$ cat config.mk
export PLATFORM = sky130hd
export DESIGN_NAME = serial_adder_ctrl
export DESIGN_NICKNAME = d
export VERILOG_FILES = /design/src/rtl/serial_adder_pkg.sv /design/src/rtl/full_adder_cell.sv /design/src/rtl/half_adder.sv /design/src/rtl/serial_adder_ctrl.sv
export SDC_FILE = /design/constraint.sdc
export NUM_CORES = 1
export LEC_CHECK = 0
export CAP_MARGIN = 10
export CORE_AREA = 10 10 96 56
export DETAILED_ROUTE_END_ITERATION = 12
export DIE_AREA = 0 0 106 66
export PLACE_DENSITY = 0.73
export SLEW_MARGIN = 20
export SYNTH_ARGS = -nofsm -noshare
export SYNTH_HDL_FRONTEND = slang
export SYNTH_SLANG_ARGS = --single-unit
$ cat constraint.sdc
create_clock -name clk -period 1.6 [get_ports clk]
set_input_delay 0.32 -clock clk [delete_from_list [all_inputs] [get_ports clk]]
set_output_delay 0.32 -clock clk [all_outputs]
set_load 0.01 [all_outputs]
$ cat src/rtl/serial_adder_pkg.sv
// serial_adder_pkg: shared constants for the bit-serial adder controller.
package serial_adder_pkg;

    localparam int DEF_WIDTH = 8;

    localparam logic [1:0] ST_IDLE = 2'd0;
    localparam logic [1:0] ST_RUN  = 2'd1;
    localparam logic [1:0] ST_DONE = 2'd2;

    function automatic int cnt_w(input int w);
        return $clog2(w);
    endfunction

endpackage

$ cat src/rtl/full_adder_cell.sv
// full_adder_cell: one-bit full adder from two half adders and an OR for the carry.
module full_adder_cell (
    input  logic a,
    input  logic b,
    input  logic cin,
    output logic sum,
    output logic cout
);

    logic s0, c0, c1;

    half_adder u_ha0 (.a(a),  .b(b),   .sum(s0),  .carry(c0));
    half_adder u_ha1 (.a(s0), .b(cin), .sum(sum), .carry(c1));

    assign cout = c0 | c1;

endmodule

$ cat src/rtl/half_adder.sv
// half_adder: one-bit half adder.
module half_adder (
    input  logic a,
    input  logic b,
    output logic sum,
    output logic carry
);

    assign sum   = a ^ b;
    assign carry = a & b;

endmodule

$ cat src/rtl/serial_adder_ctrl.sv
// serial_adder_ctrl: bit-serial WIDTH-bit adder with valid/ready handshakes on both sides.
// Define SERIAL_ADDER_OVF_EN to add the signed-overflow output out_ovf.
module serial_adder_ctrl
    import serial_adder_pkg::*;
#(
    parameter int WIDTH = DEF_WIDTH
) (
    input  logic             clk,
    input  logic             rst_n,
    input  logic             in_valid,
    output logic             in_ready,
    input  logic [WIDTH-1:0] in_a,
    input  logic [WIDTH-1:0] in_b,
    input  logic             in_cin,
    output logic             out_valid,
    input  logic             out_ready,
    output logic [WIDTH-1:0] out_sum,
    output logic             out_cout,
`ifdef SERIAL_ADDER_OVF_EN
    output logic             out_ovf,
`endif
    output logic             busy
);

    localparam int CW = cnt_w(WIDTH);

    logic [1:0]       state;
    logic [WIDTH-1:0] a_sr, b_sr;
    logic [CW-1:0]    cnt;
    logic             carry, s, c, last;

    full_adder_cell u_cell (.a(a_sr[0]), .b(b_sr[0]), .cin(carry), .sum(s), .cout(c));

    assign last      = cnt == CW'(WIDTH - 1);
    assign in_ready  = state == ST_IDLE;
    assign out_valid = state == ST_DONE;
    assign busy      = state != ST_IDLE;

    // out_sum doubles as the sum shift register; it settles on the final RUN edge
    always_ff @(posedge clk or negedge rst_n) begin
        if (!rst_n) begin
            state    <= ST_IDLE;
            a_sr     <= '0;
            b_sr     <= '0;
            carry    <= 1'b0;
            cnt      <= '0;
            out_sum  <= '0;
            out_cout <= 1'b0;
        end else if (state == ST_IDLE && in_valid) begin
            a_sr  <= in_a;
            b_sr  <= in_b;
            carry <= in_cin;
            cnt   <= '0;
            state <= ST_RUN;
        end else if (state == ST_RUN) begin
            a_sr    <= a_sr >> 1;
            b_sr    <= b_sr >> 1;
            carry   <= c;
            cnt     <= cnt + 1'b1;
            out_sum <= {s, out_sum[WIDTH-1:1]};
            if (last) begin
                out_cout <= c;
                state    <= ST_DONE;
            end
        end else if (state == ST_DONE && out_ready) begin
            state <= ST_IDLE;
        end
    end

`ifdef SERIAL_ADDER_OVF_EN
    // on the final bit, carry holds the carry into the MSB
    always_ff @(posedge clk or negedge rst_n) begin
        if (!rst_n)
            out_ovf <= 1'b0;
        else if (state == ST_RUN && last)
            out_ovf <= carry ^ c;
    end
`endif

endmodule

== Word level (Yosys, flattened, before mapping) ==
Cells that the tools add are included.

* Add/subtract/negate cells: 1
* Bitwise operators: 6
* Multiplexer cells: 12
* Reduce and logical (&&, ||, !) cells: 9
* Equal/unequal tests: 4

{| class="wikitable"
|+ Operators by type and width
! kind !! number
|-
| $mux 8 || 4
|-
| $mux 2 || 4
|-
| $mux 3 || 2
|-
| $reduce_and 2->1 || 2
|-
| $reduce_bool 2->1 || 2
|-
| $add 3x1->3 const B || 1
|-
| $eq 3x3->1 const B || 1
|-
| $ne 3x3->1 const B || 1
|-
| $reduce_and 3->1 || 1
|-
| $reduce_bool 3->1 || 1
|-
| $and 1x1->1 || 2
|-
| $eq 2x1->1 const B || 1
|-
| $eq 2x2->1 const B || 1
|-
| $logic_and 1x1->1 || 2
|-
| $logic_not 2->1 || 1
|-
| $mux 1 || 2
|-
| $xor 1x1->1 || 2
|-
| $not 1->1 || 1
|-
| $or 1x1->1 || 1
|}

* Logic and storage cells: 39
* Input port bits: 21
* Output and inout port bits: 12
* Flip-flop bits (word level): 31

== Logic depth before layout (Yosys ltp) ==
* Word-level depth: 5
* Mapped depth: 5
* Gate-level depth less buffers: 4

== Modules after synthesis ==
From an unflattened synthesis, not the netlist that was laid out.

* Cells, all modules: 155
* Area total of the unflattened synthesis: 1622.8 sq um

{| class="wikitable"
|+ Modules (own cells, without submodules)
! module !! instances !! sequential area each (sq um) !! cells each !! area each (sq um)
|-
| serial_adder_ctrl || 1 || 775.7 || 152 || 1591.5
|-
| half_adder || 2 || 0.0 || 1 || 12.5
|-
| full_adder_cell || 1 || 0.0 || 1 || 6.3
|}

== Least setup slack after synthesis ==
No wires, ideal clock.

* Kind: register -> output
* Start point: register state[0]
* End point: output port busy
* Stages on the path, launching flop included: 4
* Required time: 1.280 ns
* Slack: 0.370 ns
* Path buffers: 1
* Arrival: 0.910 ns
* Cell sequence: dfrtp_1 -> buf_4 -> nor2_1 -> inv_1

* Word-level cells in the longest chain between the ends: 1

{| class="wikitable"
|+ RTL lines
! what !! RTL line !! source
|-
| start: declaration || serial_adder_ctrl.sv:27 || <nowiki>logic [1:0] state;</nowiki>
|-
| start signal: assignment || serial_adder_ctrl.sv:42 || <nowiki>state <= ST_IDLE;</nowiki>
|-
| start signal: assignment || serial_adder_ctrl.sv:54 || <nowiki>state <= ST_RUN;</nowiki>
|-
| start signal: assignment || serial_adder_ctrl.sv:63 || <nowiki>state <= ST_DONE;</nowiki>
|-
| $reduce_bool 2->1 || serial_adder_ctrl.sv:37 || <nowiki>assign busy = state != ST_IDLE;</nowiki>
|-
| end: declaration || serial_adder_ctrl.sv:22 || <nowiki>output logic busy</nowiki>
|}

No other way between the ends.

== Worst setup path after layout ==
* Start point: register out_sum[5]
* End point: output port out_sum[5]

{| class="wikitable"
|+ RTL lines
! what !! RTL line !! source
|-
| start: declaration || serial_adder_ctrl.sv:17 || <nowiki>output logic [WIDTH-1:0] out_sum,</nowiki>
|-
| start signal: assignment || serial_adder_ctrl.sv:60 || <nowiki>out_sum <= {s, out_sum[WIDTH-1:1]};</nowiki>
|}

No word-level cell between the ends.

==> metrics.md <==
| Metric | Value |
|---|---|
| Core Footprint | `0.00372 mm²` |
| Area grow syn2layout | `35.7%` |
| Combinational group share of total power | `5.6%` |
| Power Dens Cells | `811 mW/mm²` |
| I/O Pins | `33` |
| DRT Wirelength | `3690 µm` |
| Worst setup SP type | `flip-flop` |
| Most frequent standard cell in the layout excluding fill and tap cells | `dfrtp_1` |
| Top Family by Delay on Critical Path | `buffers and inverters` |
| Net Sw Frac | `20.5%` |
| Buffer depth of the longest clock path | `2` |
| Total half-perimeter wirelength after legalization and detailed placement | `2690 µm` |
| Buffer and inverter count on the worst path | `1` |
| Post-Syn Nets | `159` |
| Leak pwr | `0.000811 µW` |
| Clk pin slew, worst setup/hold paths | `60 ps` |
| Post-Route Skew | `4.18 ps` |
| Number of levels in the clock H-tree | `2` |
| Warnings from Yosys | `0` |
| Number of synthesized register bits | `31` |
| Reported max-cap violation count | `0` |
| Starting density of the core | `37.9%` |
| Slowest cell on the critical path | `clkdlybuf4s50_1` |
| Max Clock Freq | `0.649 GHz` |
| Worst slew pin tran | `394 ps` |
| Fill cell total of the finished layout | `357` |
| Final sum of negative setup slack | `0 ps` |
| NumNets Final | `200` |
| Clock network latency to the later pin of the worst-skew pair | `280 ps` |
| Netlist area before placement | `0.00141 mm²` |
| Slew HR | `73.7%` |
| Vias | `1,188` |
| Pin count of the biggest net entering global routing | `32` |
| Number of buffers added to fix hold violations after cts | `0` |
| Clk root buf | `clkbuf_8` |
| Crit path cell chain | `clkdlybuf4s50_1` |
| Crit share post-route | `96.3%` |
| Post-synthesis sequential area ratio | `54.9%` |
| Critical path start-end classification | `flip-flop to primary output` |
| Final min period | `1540 ps` |
| Commonest non-fill, non-tap cells in the layout | `31 x dfrtp_1, 29 x clkdlybuf4s50_1, 27 x nand2_1, 23 x o22ai_1, 11 x buf_4` |
| Drc violations | `0` |
| Unrepaired setup endpoints after global routing | `false` |
| Area occupied by multi-input gates | `563 µm²` |
| Register area | `776 µm²` |
| Hold/Removal Path Class | `input pin to asynchronous set/reset pin` |
| TritonCTS clock tree | `built` |
| Cts bufs inserted | `5` |
| Wire length of the first global-routing pass | `5870 µm` |
| Flop pwr share | `51.2%` |
| Gr ovfl total | `0` |
| GR Util All Layers | `10.6%` |
| Pwr Total | `1550 µW` |
| Via density per instance | `5.14` |
| Count of endpoints failing hold in the final timing report | `0` |
| CP Data Arrival Time | `1220 ps` |
| Mapped Avg Cell Area | `10.5 µm²` |
| Synthesized instance count | `135` |
| Outcome | `complete, no violations` |
| IR drop worst, VDD | `0.312 mV` |
| Row count | `16` |
| Routed wirelength normalized by instance count | `16.0 µm` |
| Clock power share | `43.2%` |
| Clock net sink count | `31` |
| Full die area | `0.00700 mm²` |
| Die extent in x | `106 µm` |
| Number of failing setup endpoints in the final timing report | `0` |
| Antenna Cells | `0` |
| Quantity of I/O buffers inserted on ports | `32` |
| Crit path largest cell delay | `560 ps` |
| Final ANT Viol Nets | `0` |
| Detailed-routing iteration count for the pre-antenna-repair pass | `4` |
| Weighted congestion at the end of routability-driven global placement | `0.825` |
| Fraction of layout cells with a size suffix above 1 | `14.7%` |
| Final Max Tran Viols | `0` |
| Data required, critical path | `1280 ps` |
| Critical path peak fanout | `3` |
| Height of the die | `66 µm` |
| Via count of the first global-routing pass | `1,194` |
| Switching Power | `318 µW` |
| Iteration-0 DRC Markers | `70` |
| Count of unique library cells instantiated by Yosys | `24` |
| Internal | `1240 µW` |
| Critical Path End Type | `primary output` |
| Number of antenna violations at the first check in global routing | `0` |
==> path summary, 6_finish.rpt <==
path / slack [ps] / startpoint / to / cells past startpoint
max: 60 / out_sum[5] / out_sum[5] / 1
min reg2reg: 480 / out_sum[0] / out_sum[0] / 2
min: 440 / rst_n / out_sum[0] / 2
max in group asynchronous: 880 / rst_n / out_sum[5] / 2
max reg2reg: 240 / cnt[0] / out_cout / 4
min in group clk: 480 / out_sum[0] / out_sum[0] / 2
==> per-layer routing <==
layer  GRT usage (%)  share of wire (%)
met3            3.31                6.7
met5               0                  0
met1            14.0                 49
met4            4.53                1.2
met2            15.7                 43
==> power groups by stage <==
stage | sequential, µW | combinational, µW | clock [µW]
finish | 796 | 87.2 | 672
global route | 796 | 94.9 | 726
CTS | 796 | 89.0 | 685
detailed placement | 810 | 88.5 | 0
global placement | 810 | 86.8 | 0
floorplan | 807 | 12.9 | 0
==> area by class of cell <==
cell class | instances | area share [%]
Clock buffer | 8 | 5.22
Sequential cell | 31 | 40.5
Timing Repair Buffer | 43 | 20.8
Multi-Input combinational cell | 92 | 29.4
Tap cell | 54 | 3.52
Inverter | 3 | 0.587
==> synth_stat cells <==
library cell / instances / area share (%)
a22o_1: 2 / 1.2
buf_6: 2 / 1.6
o22ai_1: 23 / 10
o21ai_0: 9 / 3.2
mux2_4: 1 / 1.1
a2bb2oi_1: 3 / 1.9
o221a_2: 2 / 1.6
a22oi_1: 1 / 0.53
nand2_1: 27 / 7.2
nand3b_1: 2 / 1.1
buf_4: 3 / 1.6
nand2b_1: 2 / 0.89
ha_1: 2 / 1.8
buf_2: 4 / 1.4
a21oi_1: 10 / 3.5
nor2_2: 1 / 0.44
nor2_1: 2 / 0.53
nand2b_4: 1 / 0.97
dfrtp_1: 31 / 55
nor2b_1: 1 / 0.44
nor2_4: 1 / 0.80
fa_1: 1 / 1.4
nor2b_4: 1 / 0.97
inv_1: 3 / 0.80
==> kinds of logic after synthesis <==
| family | after synthesis | share of synthesized area, % |
|---|---|---|
| compound gates | 50 | 22.1 |
| simple gates | 38 | 13.3 |
| flops | 31 | 54.9 |
| buf+inv | 12 | 5.40 |
| fa+ha+maj | 3 | 3.19 |
| mux | 1 | 1.06 |
==> stage by stage <==
stage	worst slack (ps)	utilization [%]	cells	area (µm²)	hold WS [ps]
2_1_floorplan	370	-	135	1410	24.4
3_3_place_gp	61.6	48.6	222	1810	459
3_5_place_dp	-13.9	48.6	222	1810	470
4_1_cts	37.5	51.5	231	1920	448
5_1_grt	14.8	51.5	231	1920	467
6_report	59.1	51.5	231	1920	436
==> state kept, by name, summed over array words and instances (netlist names) <==
register	cells
b_sr	8
cnt	3
state	2
carry	1
out_sum	8
out_cout	1
a_sr	8
==> timing repair <==
item / CTS / global route
endpoints found under the setup margin: 3 / 0
buffers inserted: 1 / 0
gates resized for setup: 4 / 0
No activity file was read; power rests on OpenSTA's default activity.
